**config.mk**
```make
export PLATFORM = sky130hd
export DESIGN_NAME = ccc_dyncfg_ctrl
export DESIGN_NICKNAME = d
export VERILOG_FILES = /design/src/rtl/ccc_dyncfg_ctrl.sv
export SDC_FILE = /design/constraint.sdc
export NUM_CORES = 1
export LEC_CHECK = 0
export BUFFER_PORTS_ARGS = -buffer_cell sky130_fd_sc_hd__buf_2
export CORE_ASPECT_RATIO = 0.8
export CORE_UTILIZATION = 54
export CTS_CLUSTER_SIZE = 30
export DETAILED_ROUTE_END_ITERATION = 16
export HOLD_SLACK_MARGIN = 0.06
export PLACE_DENSITY_LB_ADDON = 0.2
export SETUP_SLACK_MARGIN = 0.15
export SLEW_MARGIN = 20
export SYNTH_ARGS = -nofsm -noshare
export SYNTH_HDL_FRONTEND = slang
export SYNTH_SLANG_ARGS = --single-unit
export TNS_END_PERCENT = 30
```
**constraint.sdc**
```tcl
create_clock -name FAB_CLK -period 2.2 [get_ports FAB_CLK]
set_input_delay 0.22 -clock FAB_CLK [delete_from_list [all_inputs] [get_ports FAB_CLK]]
set_output_delay 0.22 -clock FAB_CLK [all_outputs]
set_load 0.01 [all_outputs]
```
**src/rtl/ccc_dyncfg_ctrl.sv**
```systemverilog
// Serial sequencer for the CCC dynamic-configuration port: shift, update, wait for PLL lock.
// Optional macro CCC_READBACK_EN adds RDATA, which captures the old config from SDOUT.
`timescale 1ns/1ps
module ccc_dyncfg_ctrl #(
    parameter int unsigned CFG_WIDTH    = 81,
    parameter int unsigned SCLK_DIV     = 4,
    parameter int unsigned LOCK_TIMEOUT = 65535
) (
    input  logic                 FAB_CLK,
    input  logic                 M2F_RESET_N,
    input  logic                 CFG_REQ,
    input  logic [CFG_WIDTH-1:0] CFG_DATA,
    output logic                 CFG_BUSY,
    output logic                 CFG_DONE,
    output logic                 CFG_ERR,
    input  logic                 LOCK,
    output logic                 LOCKED,
    output logic                 MODE,
    output logic                 SDIN,
    output logic                 SCLK,
    output logic                 SSHIFT,
    output logic                 SUPDATE,
    input  logic                 SDOUT
`ifdef CCC_READBACK_EN
    ,
    output logic [CFG_WIDTH-1:0] RDATA
`endif
);

    localparam int unsigned BIT_W     = (CFG_WIDTH > 1) ? $clog2(CFG_WIDTH) : 1;
    localparam int unsigned DIV_W     = $clog2(2 * SCLK_DIV);
    localparam int unsigned TMO_W     = (LOCK_TIMEOUT > 1) ? $clog2(LOCK_TIMEOUT) : 1;
    localparam int unsigned LOCK_MASK = 4;

    localparam logic [BIT_W-1:0] LAST_BIT = BIT_W'(CFG_WIDTH - 1);
    localparam logic [DIV_W-1:0] HALF_END = DIV_W'(SCLK_DIV - 1);
    localparam logic [DIV_W-1:0] UPD_END  = DIV_W'(2 * SCLK_DIV - 1);
    localparam logic [TMO_W-1:0] TMO_END  = TMO_W'(LOCK_TIMEOUT - 1);

    typedef enum logic [2:0] {
        S_IDLE,
        S_SHIFT,
        S_GAP,
        S_UPDATE,
        S_WAIT_LOCK
    } state_e;

    state_e               state_q, state_d;
    logic [CFG_WIDTH-1:0] shreg_q, shreg_d;
    logic [BIT_W-1:0]     bit_q, bit_d;
    logic [DIV_W-1:0]     div_q, div_d;
    logic [TMO_W-1:0]     tmo_q, tmo_d;
    logic                 phase_q, phase_d;
    logic                 mode_q, mode_d;
    logic                 done_q, done_d;
    logic                 err_q, err_d;
    logic [1:0]           sync_q;
    logic                 half_end;
    logic                 lock_ok;

    assign half_end = (div_q == HALF_END);
    // A LOCKED still high from the old config is ignored until the mask window has passed.
    assign lock_ok  = sync_q[1] && (32'(tmo_q) >= LOCK_MASK);

    // NOTE: non-blocking assignments so every flop samples pre-edge values, whatever the block order.
    always_ff @(posedge FAB_CLK or negedge M2F_RESET_N) begin
        if (!M2F_RESET_N) begin
            state_q <= S_IDLE;
            shreg_q <= '0;
            bit_q   <= '0;
            div_q   <= '0;
            tmo_q   <= '0;
            phase_q <= 1'b0;
            mode_q  <= 1'b0;
            done_q  <= 1'b0;
            err_q   <= 1'b0;
            sync_q  <= '0;
        end else begin
            state_q <= state_d;
            shreg_q <= shreg_d;
            bit_q   <= bit_d;
            div_q   <= div_d;
            tmo_q   <= tmo_d;
            phase_q <= phase_d;
            mode_q  <= mode_d;
            done_q  <= done_d;
            err_q   <= err_d;
            sync_q  <= {sync_q[0], LOCK};
        end
    end

    // NOTE: every variable gets a default first; a branch that skipped one would infer a latch.
    always_comb begin
        state_d = state_q;
        shreg_d = shreg_q;
        bit_d   = bit_q;
        div_d   = div_q;
        tmo_d   = tmo_q;
        phase_d = phase_q;
        mode_d  = mode_q;
        done_d  = 1'b0;
        err_d   = 1'b0;
        unique case (state_q)
            S_IDLE: begin
                if (CFG_REQ) begin
                    state_d = S_SHIFT;
                    shreg_d = CFG_DATA;
                    mode_d  = 1'b1;
                    bit_d   = '0;
                    div_d   = '0;
                    phase_d = 1'b0;
                end
            end
            S_SHIFT: begin
                div_d = div_q + 1'b1;
                if (half_end) begin
                    div_d   = '0;
                    phase_d = !phase_q;
                    // The falling SCLK edge moves the next bit onto SDIN.
                    if (phase_q) begin
                        shreg_d = shreg_q >> 1;
                        if (bit_q == LAST_BIT) begin
                            state_d = S_GAP;
                        end else begin
                            bit_d = bit_q + 1'b1;
                        end
                    end
                end
            end
            S_GAP: begin
                div_d = div_q + 1'b1;
                if (half_end) begin
                    div_d   = '0;
                    state_d = S_UPDATE;
                end
            end
            S_UPDATE: begin
                div_d = div_q + 1'b1;
                if (div_q == UPD_END) begin
                    div_d   = '0;
                    tmo_d   = '0;
                    state_d = S_WAIT_LOCK;
                end
            end
            S_WAIT_LOCK: begin
                tmo_d = tmo_q + 1'b1;
                if (lock_ok) begin
                    done_d  = 1'b1;
                    state_d = S_IDLE;
                end else if (tmo_q == TMO_END) begin
                    err_d   = 1'b1;
                    state_d = S_IDLE;
                end
            end
            default: state_d = S_IDLE;
        endcase
    end

    always_comb begin
        CFG_BUSY = (state_q != S_IDLE);
        SSHIFT   = (state_q == S_SHIFT);
        SCLK     = (state_q == S_SHIFT) && phase_q;
        SDIN     = (state_q == S_SHIFT) && shreg_q[0];
        SUPDATE  = (state_q == S_UPDATE);
    end

    assign MODE     = mode_q;
    assign CFG_DONE = done_q;
    assign CFG_ERR  = err_q;
    assign LOCKED   = sync_q[1];

`ifdef CCC_READBACK_EN
    logic [CFG_WIDTH-1:0] rb_q, rb_d;

    // The CCC presents its old LSB first, so filling from the top leaves it in original order.
    always_comb begin
        rb_d = rb_q;
        if (state_q == S_SHIFT && !phase_q && half_end) begin
            rb_d = {SDOUT, rb_q[CFG_WIDTH-1:1]};
        end
    end

    always_ff @(posedge FAB_CLK or negedge M2F_RESET_N) begin
        if (!M2F_RESET_N) begin
            rb_q <= '0;
        end else begin
            rb_q <= rb_d;
        end
    end

    assign RDATA = rb_q;
`else
    logic unused_sdout;
    assign unused_sdout = SDOUT;
`endif

endmodule

```
==> impl_metrics.csv <==
group,metric,value,unit
clock_network,clk_pin_slew,0.05,ns
final_layout,stdcell_count,919,
status,outcome,"complete, no violations",
synthesis,synth_ff_type,"dfrtp_1",
place,io_buffers,93,
worst_setup_path,worst-path-buf-inv,0,
worst_hold_path,holdCritPathClass,"in2reg",
synthesis,synth_common_cells,"nand2_1, dfrtp_1, nor2_1, a31oi_1, buf_2",
floorplanning,core-area,9810,sq um
clock_network,clock_latency,0.43,ns
worst_setup_path,r2r-end,"bit_q[5]",
worst_setup_path,critPathTopFamily,"simple AND/OR/NAND/NOR gates",
route,dr.pass1.iters,5,
place,place_congestion,0.834,
synthesis,synth_seq_cells,116,
timing,layout_min_cycle_time,1.99,ns
synthesis,syn-cell-area,5560,sq um
grt,grt_first_pass_wirelength,22.1,mm
route,avgRoutedWirePerCell,14.6,microns
route,routed_wl,13.4,mm
timing,max_freq,0.503,GHz
worst_setup_path,r2r_start,"div_q[0]",
grt,track_usage,0.267,
clock_network,cts_buffer_depth,2,
synthesis,syn_area_per_cell,8.61,sq um
synthesis,async_reset_ff_frac,1.00,
route,drtIter0Drc,426,
timing,rsz0062_at_grt,"true",
floorplanning,row_count,32,
route,via_per_inst,5.51,
synthesis,syn_inst,646,
timing,hold_viol_final,0,
grt,grt_pass1_vias,4886,
timing,finalSetupTns,0,ns
synthesis,yosysMostFrequentCell,"nand2_1",
timing,period_share,0.904,
timing,tightest_slew,0.652,ns
worst_setup_path,reg2reg_depth,6,
worst_setup_path,crit_type,"reg2reg",
clock_network,tritoncts,"done",
clock_network,clock-root-buffer,"clkbuf_16",
route,via_count,5061,
synthesis,yosysSeqAreaShare,0.522,
worst_setup_path,cp-startpoint,"div_q[0]",
clock_network,cts_buffers,17,
power_and_ir_drop,pwr_density_cell,783,nW/um^2
place,post-dp-hpwl,7.72,mm
worst_setup_path,cp.depth,6,
floorplanning,die_y,92.8,microns
job,maxCapViolCount,0,
worst_setup_path,critPathArrivalTime,2.33,ns
grt,grt_max_degree,82,
clock_network,htreeDepth,4,
worst_setup_path,cp.required,2.55,ns
synthesis,yosys_warnings,0,
route,drc_errors,0,
route,ant_nets,0,
grt,antenna_found_initial,0,
worst_setup_path,cp-end-kind,"flop",
final_layout,n_fill_cell,682,
timing,skew,0.0238,ns
synthesis,synth_top_area_share,0.522,
floorplanning,die_area,10700,sq um
timing,relSlewSlack,0.565,
timing,finalMaxSlewViolations,0,
floorplanning,ios,95,
worst_setup_path,crit_fanout,5,
synthesis,netlist_top_cells_area,"dfrtp_1, nand2_1, a31oi_1",
place,dp_cells,848,
power_and_ir_drop,peakVddDrop,0.000425,V
synthesis,yosysTopAreaCell,"dfrtp_1",
final_layout,nets,865,
worst_setup_path,rrSetupSlack,0.21,ns
synthesis,netlist-cell-type-count,45,
grt,grt_overflow,0,
power_and_ir_drop,p_leak,3.43,nW
final_layout,antenna_cells,0,
worst_setup_path,cpMostUsedCell,"ha_1",
synthesis,syn_nets,741,
worst_setup_path,crit_path_end,"bit_q[5]",
synthesis,synth_edf_count,0,
floorplanning,die_x,115,microns
floorplanning,floorplan.initialDensity,0.567,
final_layout,layout-area-overhead-vs-synth,31.4,%
worst_setup_path,slowest_delay,0.51,ns
worst_setup_path,crit_path_top_delay_cell,"or4_1",
timing,finalSetupViolCount,0,
power_and_ir_drop,p_total,5.72,mW
worst_setup_path,worstPathCellList,"ha_1 > ha_1 > nand3_1 > a21o_1 > or4_1 > a21oi_1",
worst_setup_path,startpoint_type,"flop",
clock_network,clock-sinks,116,
final_layout,drive_gt1_frac,0.198,
[placed cells by master (no fill, tap or decap), drive strengths merged, types with 3 or more instances in the layout]
master	instances
nand2	191
dfrtp	116
buf	108
nor2	95
a31oi	82
dlygate4sd3	36
clkbuf	24
mux2i	13
o21ai	11
inv	11
nand3	9
ha	9
and3	7
nand4	6
a21oi	6
nor4	5
or2	5
bufinv	4
clkinv	4
o31ai	3
nand2b	3
nor3	3
[power by group]
part           leakage, nW  internal [mW]  switching [mW]
logic                 1.91          0.232           0.273
registers             1.20           2.17          0.0312
clock network        0.319           2.04           0.971
total                 3.43           4.44            1.28
[worst min-delay path by stage]
stage / startpoint / to / slack [ns] / depth (start not counted)
detailed placement: M2F_RESET_N / state_q[0] / 0.29 / 1
CTS: CFG_DATA[34] / shreg_q[34] / 0.06 / 3
global placement: M2F_RESET_N / state_q[0] / 0.28 / 1
floorplan: M2F_RESET_N / CFG_DONE / -0.08 / 0
global route: CFG_DATA[76] / shreg_q[76] / 0.07 / 3
finish: CFG_DATA[58] / shreg_q[58] / 0.05 / 3
[worst min-delay path: stages]
cell	delay (ns)
buf_2	0.10
nand2_1	0.05
a31oi_1	0.08
[flip-flops by register name (all words and copies together) (netlist names), 2 cells and up]
signal and count:
shreg_q 81, tmo_q 16, bit_q 7, div_q 3, state_q 3, sync_q 2
[per-stage QoR]
| stage | cell area [sq um] | hold WS (ns) | utilization | setup WS (ns) |
|---|---|---|---|---|
| finish | 7310 | 0.0527 | 0.745 | 0.211 |
| global route | 7310 | 0.0680 | 0.745 | 0.0546 |
| CTS | 7250 | 0.0601 | 0.740 | 0.154 |
| detailed placement | 6200 | 0.285 | 0.632 | 0.156 |
| global placement | 6200 | 0.282 | 0.632 | 0.217 |
| floorplan | 5560 | -0.0756 | - | 0.308 |
[cell type report]
| type | instances | area (sq um) | share of cell area |
|---|---|---|---|
| flip-flops and latches | 116 | 2910 | 0.398 |
| well taps | 136 | 170 | 0.0233 |
| repair buffers | 146 | 1110 | 0.151 |
| inverters | 11 | 41.3 | 0.00565 |
| clock buffers | 23 | 498 | 0.0682 |
| multi-input cells | 478 | 2440 | 0.333 |
| clock inverters | 9 | 148 | 0.0202 |
[timing repair]
| item | 4_1_cts | 5_1_grt |
|---|---|---|
| buffers inserted | 0 | 1 |
| pin swaps | 0 | 1 |
| cloned | 1 | 1 |
| hold endpoints to repair | 81 | 0 |
| gates resized for setup | 4 | 2 |
| hold buffers | 36 | 0 |
| endpoints found under the setup margin | 5 | 68 |
[layer usage]
layer	share of wire	global-route usage	vias to the layer above	wire length [microns]
li1	-	-	2452	-
met1	0.45	0.343	2395	6030
met2	0.48	0.425	187	6380
met3	0.056	0.0589	27	749
met4	0.017	0.134	0	225
met5	0	0	-	0
[logic make-up after synthesis]
logic type                 synth area share
DFF                                   0.522
xor gates and xnor gates            0.00315
buffers and inverters                0.0414
and+or+nand+nor                       0.256
adders and majority gates            0.0203
muxes                                0.0254
AOI/OAI and AO/OA                     0.132
Note: power is estimated with default switching activity, not from simulation.
